[config.mk]
export PLATFORM = sky130hd
export DESIGN_NAME = multicycle_main_control
export DESIGN_NICKNAME = d
export VERILOG_FILES = /design/src/rtl/multicycle_main_control_pkg.sv /design/src/rtl/multicycle_main_control.sv
export SDC_FILE = /design/constraint.sdc
export NUM_CORES = 1
export LEC_CHECK = 0
export ABC_AREA = 1
export BUFFER_PORTS_ARGS = -buffer_cell sky130_fd_sc_hd__buf_2
export CORE_MARGIN = 2
export CORE_UTILIZATION = 54
export DETAILED_ROUTE_END_ITERATION = 10
export PLACE_DENSITY = 0.8
export SETUP_SLACK_MARGIN = 0.5
export SYNTH_ARGS = -nofsm -noshare
export SYNTH_HDL_FRONTEND = slang
export SYNTH_SLANG_ARGS = --single-unit
[constraint.sdc]
create_clock -name clk -period 2.2 [get_ports clk]
set_clock_uncertainty 0.15 [all_clocks]
set_input_delay 0.44 -clock clk [delete_from_list [all_inputs] [get_ports clk]]
set_output_delay 0.44 -clock clk [all_outputs]
set_load 0.01 [all_outputs]
[src/rtl/multicycle_main_control_pkg.sv]
// Shared encodings for the RV32I multicycle main control: FSM states, opcodes,
// alu_op codes and datapath mux selects.
package multicycle_main_control_pkg;

  typedef enum logic [3:0] {
    S_FETCH    = 4'd0,
    S_DECODE   = 4'd1,
    S_MEMADR   = 4'd2,
    S_MEMREAD  = 4'd3,
    S_MEMWB    = 4'd4,
    S_MEMWRITE = 4'd5,
    S_EXEC_R   = 4'd6,
    S_EXEC_I   = 4'd7,
    S_ALUWB    = 4'd8,
    S_BRANCH   = 4'd9,
    S_JALR     = 4'd10,
    S_JUMP     = 4'd11,
    S_LUI      = 4'd12,
    S_HALT     = 4'd13
  } state_t;

  localparam logic [6:0] OP_LOAD   = 7'b0000011;
  localparam logic [6:0] OP_STORE  = 7'b0100011;
  localparam logic [6:0] OP_RTYPE  = 7'b0110011;
  localparam logic [6:0] OP_ITYPE  = 7'b0010011;
  localparam logic [6:0] OP_BRANCH = 7'b1100011;
  localparam logic [6:0] OP_JAL    = 7'b1101111;
  localparam logic [6:0] OP_JALR   = 7'b1100111;
  localparam logic [6:0] OP_LUI    = 7'b0110111;
  localparam logic [6:0] OP_AUIPC  = 7'b0010111;
  localparam logic [6:0] OP_FENCE  = 7'b0001111;
  localparam logic [6:0] OP_SYSTEM = 7'b1110011;

  localparam logic [1:0] ALU_ADD   = 2'b00;
  localparam logic [1:0] ALU_SUB   = 2'b01;
  localparam logic [1:0] ALU_RTYPE = 2'b10;
  localparam logic [1:0] ALU_ITYPE = 2'b11;

  localparam logic [1:0] SRCA_PC    = 2'b00;
  localparam logic [1:0] SRCA_OLDPC = 2'b01;
  localparam logic [1:0] SRCA_RS1   = 2'b10;
  localparam logic [1:0] SRCA_ZERO  = 2'b11;

  localparam logic [1:0] SRCB_RS2  = 2'b00;
  localparam logic [1:0] SRCB_IMM  = 2'b01;
  localparam logic [1:0] SRCB_FOUR = 2'b10;

  localparam logic [1:0] RES_ALUOUT    = 2'b00;
  localparam logic [1:0] RES_MEMDATA   = 2'b01;
  localparam logic [1:0] RES_ALURESULT = 2'b10;

endpackage

[src/rtl/multicycle_main_control.sv]
// Main sequencing FSM of the RV32I multicycle core: decodes the IR opcode into
// per-cycle datapath strobes/selects, runs the memory req/ready handshake, counts retirements.
module multicycle_main_control
  import multicycle_main_control_pkg::*;
#(
  parameter bit HALT_ON_ILLEGAL = 1'b0
) (
  input  logic        clk,
  input  logic        rst_n,
  input  logic [6:0]  opcode,
  input  logic        branch_taken,
  input  logic        mem_ready,
  output logic        mem_req,
  output logic        mem_we,
  output logic        adr_src,
  output logic        ir_write,
  output logic        pc_write,
  output logic        reg_write,
  output logic [1:0]  alu_src_a,
  output logic [1:0]  alu_src_b,
  output logic [1:0]  alu_op,
  output logic [1:0]  result_src,
  output logic        illegal,
  output logic        instr_done,
  output logic [31:0] instret,
  output logic [3:0]  state_o
);

  state_t      r_state;
  state_t      w_next;
  logic [31:0] r_instret;

  logic w_mem_req, w_mem_we, w_ir_write, w_pc_write, w_reg_write;
  logic w_illegal, w_instr_done;

  always_ff @(posedge clk) begin
    if (!rst_n) begin
      r_state   <= S_FETCH;
      r_instret <= '0;
    end else begin
      r_state <= w_next;
      if (instr_done) r_instret <= r_instret + 32'd1;
    end
  end

  always_comb begin
    w_next       = r_state;
    w_mem_req    = 1'b0;
    w_mem_we     = 1'b0;
    adr_src      = 1'b0;
    w_ir_write   = 1'b0;
    w_pc_write   = 1'b0;
    w_reg_write  = 1'b0;
    alu_src_a    = SRCA_PC;
    alu_src_b    = SRCB_RS2;
    alu_op       = ALU_ADD;
    result_src   = RES_ALUOUT;
    w_illegal    = 1'b0;
    w_instr_done = 1'b0;

    case (r_state)
      S_FETCH: begin
        w_mem_req  = 1'b1;
        alu_src_a  = SRCA_PC;
        alu_src_b  = SRCB_FOUR;
        result_src = RES_ALURESULT;
        w_ir_write = mem_ready;
        w_pc_write = mem_ready;
        if (mem_ready) w_next = S_DECODE;
      end
      S_DECODE: begin
        // Speculative OldPC+imm lands in ALUOut for branch/JAL/AUIPC.
        alu_src_a = SRCA_OLDPC;
        alu_src_b = SRCB_IMM;
        case (opcode)
          OP_LOAD, OP_STORE: w_next = S_MEMADR;
          OP_RTYPE:          w_next = S_EXEC_R;
          OP_ITYPE:          w_next = S_EXEC_I;
          OP_BRANCH:         w_next = S_BRANCH;
          OP_JAL:            w_next = S_JUMP;
          OP_JALR:           w_next = S_JALR;
          OP_LUI:            w_next = S_LUI;
          OP_AUIPC:          w_next = S_ALUWB;
          OP_FENCE, OP_SYSTEM: begin
            w_next       = S_FETCH;
            w_instr_done = 1'b1;
          end
          default: begin
            w_illegal = 1'b1;
            w_next    = HALT_ON_ILLEGAL ? S_HALT : S_FETCH;
          end
        endcase
      end
      S_MEMADR: begin
        alu_src_a = SRCA_RS1;
        alu_src_b = SRCB_IMM;
        w_next    = (opcode == OP_STORE) ? S_MEMWRITE : S_MEMREAD;
      end
      S_MEMREAD: begin
        w_mem_req = 1'b1;
        adr_src   = 1'b1;
        if (mem_ready) w_next = S_MEMWB;
      end
      S_MEMWB: begin
        result_src   = RES_MEMDATA;
        w_reg_write  = 1'b1;
        w_instr_done = 1'b1;
        w_next       = S_FETCH;
      end
      S_MEMWRITE: begin
        w_mem_req    = 1'b1;
        w_mem_we     = 1'b1;
        adr_src      = 1'b1;
        w_instr_done = mem_ready;
        if (mem_ready) w_next = S_FETCH;
      end
      S_EXEC_R: begin
        alu_src_a = SRCA_RS1;
        alu_src_b = SRCB_RS2;
        alu_op    = ALU_RTYPE;
        w_next    = S_ALUWB;
      end
      S_EXEC_I: begin
        alu_src_a = SRCA_RS1;
        alu_src_b = SRCB_IMM;
        alu_op    = ALU_ITYPE;
        w_next    = S_ALUWB;
      end
      S_ALUWB: begin
        result_src   = RES_ALUOUT;
        w_reg_write  = 1'b1;
        w_instr_done = 1'b1;
        w_next       = S_FETCH;
      end
      S_BRANCH: begin
        alu_src_a    = SRCA_RS1;
        alu_src_b    = SRCB_RS2;
        alu_op       = ALU_SUB;
        result_src   = RES_ALUOUT;
        w_pc_write   = branch_taken;
        w_instr_done = 1'b1;
        w_next       = S_FETCH;
      end
      S_JALR: begin
        alu_src_a = SRCA_RS1;
        alu_src_b = SRCB_IMM;
        w_next    = S_JUMP;
      end
      S_JUMP: begin
        // PC takes the target from ALUOut while the ALU forms the link value.
        alu_src_a  = SRCA_OLDPC;
        alu_src_b  = SRCB_FOUR;
        result_src = RES_ALUOUT;
        w_pc_write = 1'b1;
        w_next     = S_ALUWB;
      end
      S_LUI: begin
        alu_src_a = SRCA_ZERO;
        alu_src_b = SRCB_IMM;
        w_next    = S_ALUWB;
      end
      S_HALT: w_next = S_HALT;
      default: w_next = S_FETCH;
    endcase
  end

  // Reset kills every strobe immediately so an aborted access never completes.
  assign mem_req    = rst_n & w_mem_req;
  assign mem_we     = rst_n & w_mem_we;
  assign ir_write   = rst_n & w_ir_write;
  assign pc_write   = rst_n & w_pc_write;
  assign reg_write  = rst_n & w_reg_write;
  assign illegal    = rst_n & w_illegal;
  assign instr_done = rst_n & w_instr_done;

  assign instret = r_instret;
  assign state_o = r_state;

endmodule

==> summary.md <==
| Metric | Value |
|---|---|
| Mapped Nets | between 400 and 500 |
| GP Congestion | 0.947 |
| Gr ovfl total | 0 |
| Final period utilization | a little over nine tenths |
| Vias | ~3600 |
| Die Height | 73.7 microns |
| Sink Count | 36 |
| Cts hold-fix bufs | 0 |
| Io pins | 63 |
| F_max | 469 MHz |
| Final hold slack | between 0.3 and 0.4 ns |
| RSZ-0062 raised after global routing | true |
| Unique masters post-synth | 28 |
| Final hold viol count | 0 |
| Setup TNS | 0 ns |
| EDFF count, synth | 0 |
| Post-synth top area share | between 20 and 30% |
| Num CTS Buffers | 5 |
| Clock buffer depth | 2 |
| Worst-Margin Slew | ~0.33 ns |
| Synth warnings | 0 |
| Clock network power share | 43.4% |
| DP HPWL | between 5000 and 6000 microns |
| Crit path max fanout | 6 |
| Final setup violation count | 0 |
| Ys flop type | dfxtp_1 |
| Synth top area cells | dfxtp_1, nand2_1, nor2_1 |
| Remaining DRCs | 0 |
| Tmin final | about 2.1 ns |
| Seq cells post-synth | 36 |
| Crit path capture type | primary output |
| Crit-path slowest cell | dfxtp_4 |
| Layout filler cell count | approximately 360 |
| CP arrival | 1.54 ns |
| Sequential area share after synthesis | approximately 27% |
| Layout area overhead | 39.2% |
| Crit-path cells | inv_4, nand2_4, inv_2, a221oi_4, nand3_1, buf_2 |
| Root Buffer | clkbuf_8 |
| Detail Route Antenna Nets | 0 |
| NetSw | roughly 0.39 mW |
| Total GRT Usage | roughly a third |
| Share of post-route cells with drive strength above 1 | 32.7% |
| P per Cell Area | roughly 420 nW/um^2 |
| Avg Vias per Cell | between 5 and 6 |
| Combinational share of power | between 10% and 20% |
| Pint | ~1.1 mW |
| Leakage | roughly 1.5 nW |
| Die ar. | 5430 sq um |
| CTS tree | done |
| Startpoint types | flip-flop |
| Drt first pass iters | 5 |
| Max-Cap Viols | 0 |
| Slew margin rel. | a little under 80% |
| Worst vdd ir | ~0.00040 V |
| Required @ worst endpoint | 1.61 ns |
| WL/cell | between 15 and 20 microns |
| Initial antenna violation count | 0 |
| Async set-or-reset flop fraction in the synthesized netlist | 0% |
| Mapped Area | about 2600 sq um |
| Final slew viol count | 0 |
| Final layout net count | ~570 |
| Max incr delay on CP | 0.42 ns |
| DIE WIDTH | about 74 microns |
| Core area | 4690 sq um |
| CTS clk-pin slew, worst paths | 0.07 ns |
| Number of global-route vias before repair | slightly below 3000 |
| Critical path class | reg -> out |
| Clock Latency Late Sink | 0.30 ns |
| Status | finished, final reports clean |
| Aggregate routed wire length | ~9400 microns |
| Mapped Cells | 469 |
| First-pass GRT wire length | between 10000 and 15000 microns |
| Htree depth | 2 |
| Largest net degree at the start of global routing | 41 |
| Sw Share | roughly a quarter |
| Most area-hungry cell type in the Yosys netlist | dfxtp_1 |
| Synthesized area per cell | around 5.6 sq um |
| Initial Utilization | a little under three fifths |
| FP Rows | 25 |
| Worst hold path type | reg -> reg |
| Initial DRC Count | 320 |
| Diodes inserted | 0 |
| Seq pwr share | between 40% and 50% |
| Port Buffers | 62 |
metal layers:
layer | vias to the layer above | track usage (%) | share of wire [%] | wire length (microns)
li1 | 1673 | - | - | -
met1 | 1616 | 42.3 | 40 | 3730
met2 | 267 | 51.6 | 45 | 4260
met3 | 47 | 5.90 | 11 | 996
met4 | 0 | 8.69 | 4.3 | 400
met5 | - | 0 | 0 | 0
cells in the final DEF (no fill, tap or decap), types with 6 or more instances in the layout:
| cell type | n |
|---|---|
| dfxtp_1 | 15 |
| dfxtp_4 | 6 |
| nor2_2 | 12 |
| nand3_1 | 54 |
| buf_4 | 22 |
| a21oi_1 | 32 |
| nor2_4 | 9 |
| dfxtp_2 | 15 |
| nand2_1 | 157 |
| nand2_2 | 10 |
| xor2_1 | 7 |
| inv_1 | 25 |
| nor2_1 | 66 |
| buf_2 | 58 |
| clkbuf_8 | 7 |
state kept, by name, indices dropped and copies added (netlist names):
signal and cells:
state_o 4, instret 32
worst max-delay path, delay by kind of cell, from the launching register on:
kind | cells | cell delay (ns)
flops | 1 | 0.42
compound gates | 1 | 0.30
buf+inv | 3 | 0.30
simple gates | 2 | 0.24
final cells by class:
class,count,area (sq um),area share (%)
inverter,36,158,4.32
clock inverter,1,30.0,0.822
tap,54,67.6,1.85
clock buffer,7,96.3,2.64
timing repair buffer,89,597,16.3
sequential,36,762,20.9
multi-input combinational,385,1940,53.2
cells by family (layout without fill, tap and decap cells):
| logic type | count (synthesis) | in the layout | synth area share (%) |
|---|---|---|---|
| buf+inv | 48 | 133 | 7.77 |
| simple gates | 328 | 328 | 51.8 |
| xor+xnor | 10 | 10 | 3.34 |
| flops | 36 | 36 | 27.5 |
| fa+ha+maj | 1 | 1 | 0.477 |
| compound gates | 46 | 46 | 9.20 |
synthesized netlist by cell type (4+ instances only):
cell type  number
xor2_1          7
nor2_2          4
inv_2           5
nand2_2         4
inv_1          31
nand3_1        58
nor2_1         82
nor3_1          6
clkbuf_1        4
dfxtp_1        36
nand2_1       167
a21oi_1        35
buf_2           4
o21ai_0         4
worst paths after layout:
kind	from	to	slack, ns	depth (start not counted)
worst max-delay path	state_o[3]	alu_src_a[1]	0.07	6
worst min-delay path	instret[5]	instret[5]	0.37	2
worst max register to register	state_o[3]	instret[10]	0.43	10
worst min register to register	instret[5]	instret[5]	0.37	2
timing repair:
action | 4_1_cts | 5_1_grt
pin swaps | 9 | 9
setup buffers | 12 | 6
cloned | 0 | 2
hold endpoints to repair | 0 | 0
setup endpoints to repair | 24 | 50
resized for setup | 34 | 57
stage by stage:
step	worst slack (ns)	area (sq um)	util (%)	power, mW	std cells
2_1_floorplan	0.501	2680	-	0.766	469
3_3_place_gp	0.282	3050	65.1	0.816	580
3_5_place_dp	0.244	3050	65.1	0.817	580
4_1_cts	0.145	3390	72.2	1.50	600
5_1_grt	0.0366	3650	77.9	1.57	608
6_report	0.0669	3650	77.9	1.52	608
power groups by stage:
stage	registers (mW)	clock network, mW	logic, mW
after CTS	0.658	0.667	0.179
after global routing	0.657	0.695	0.219
after global placement	0.676	0	0.139
after floorplan	0.676	0	0.0895
after detailed placement	0.676	0	0.141
final	0.658	0.659	0.203
Note: power is estimated with default switching activity, not from simulation.
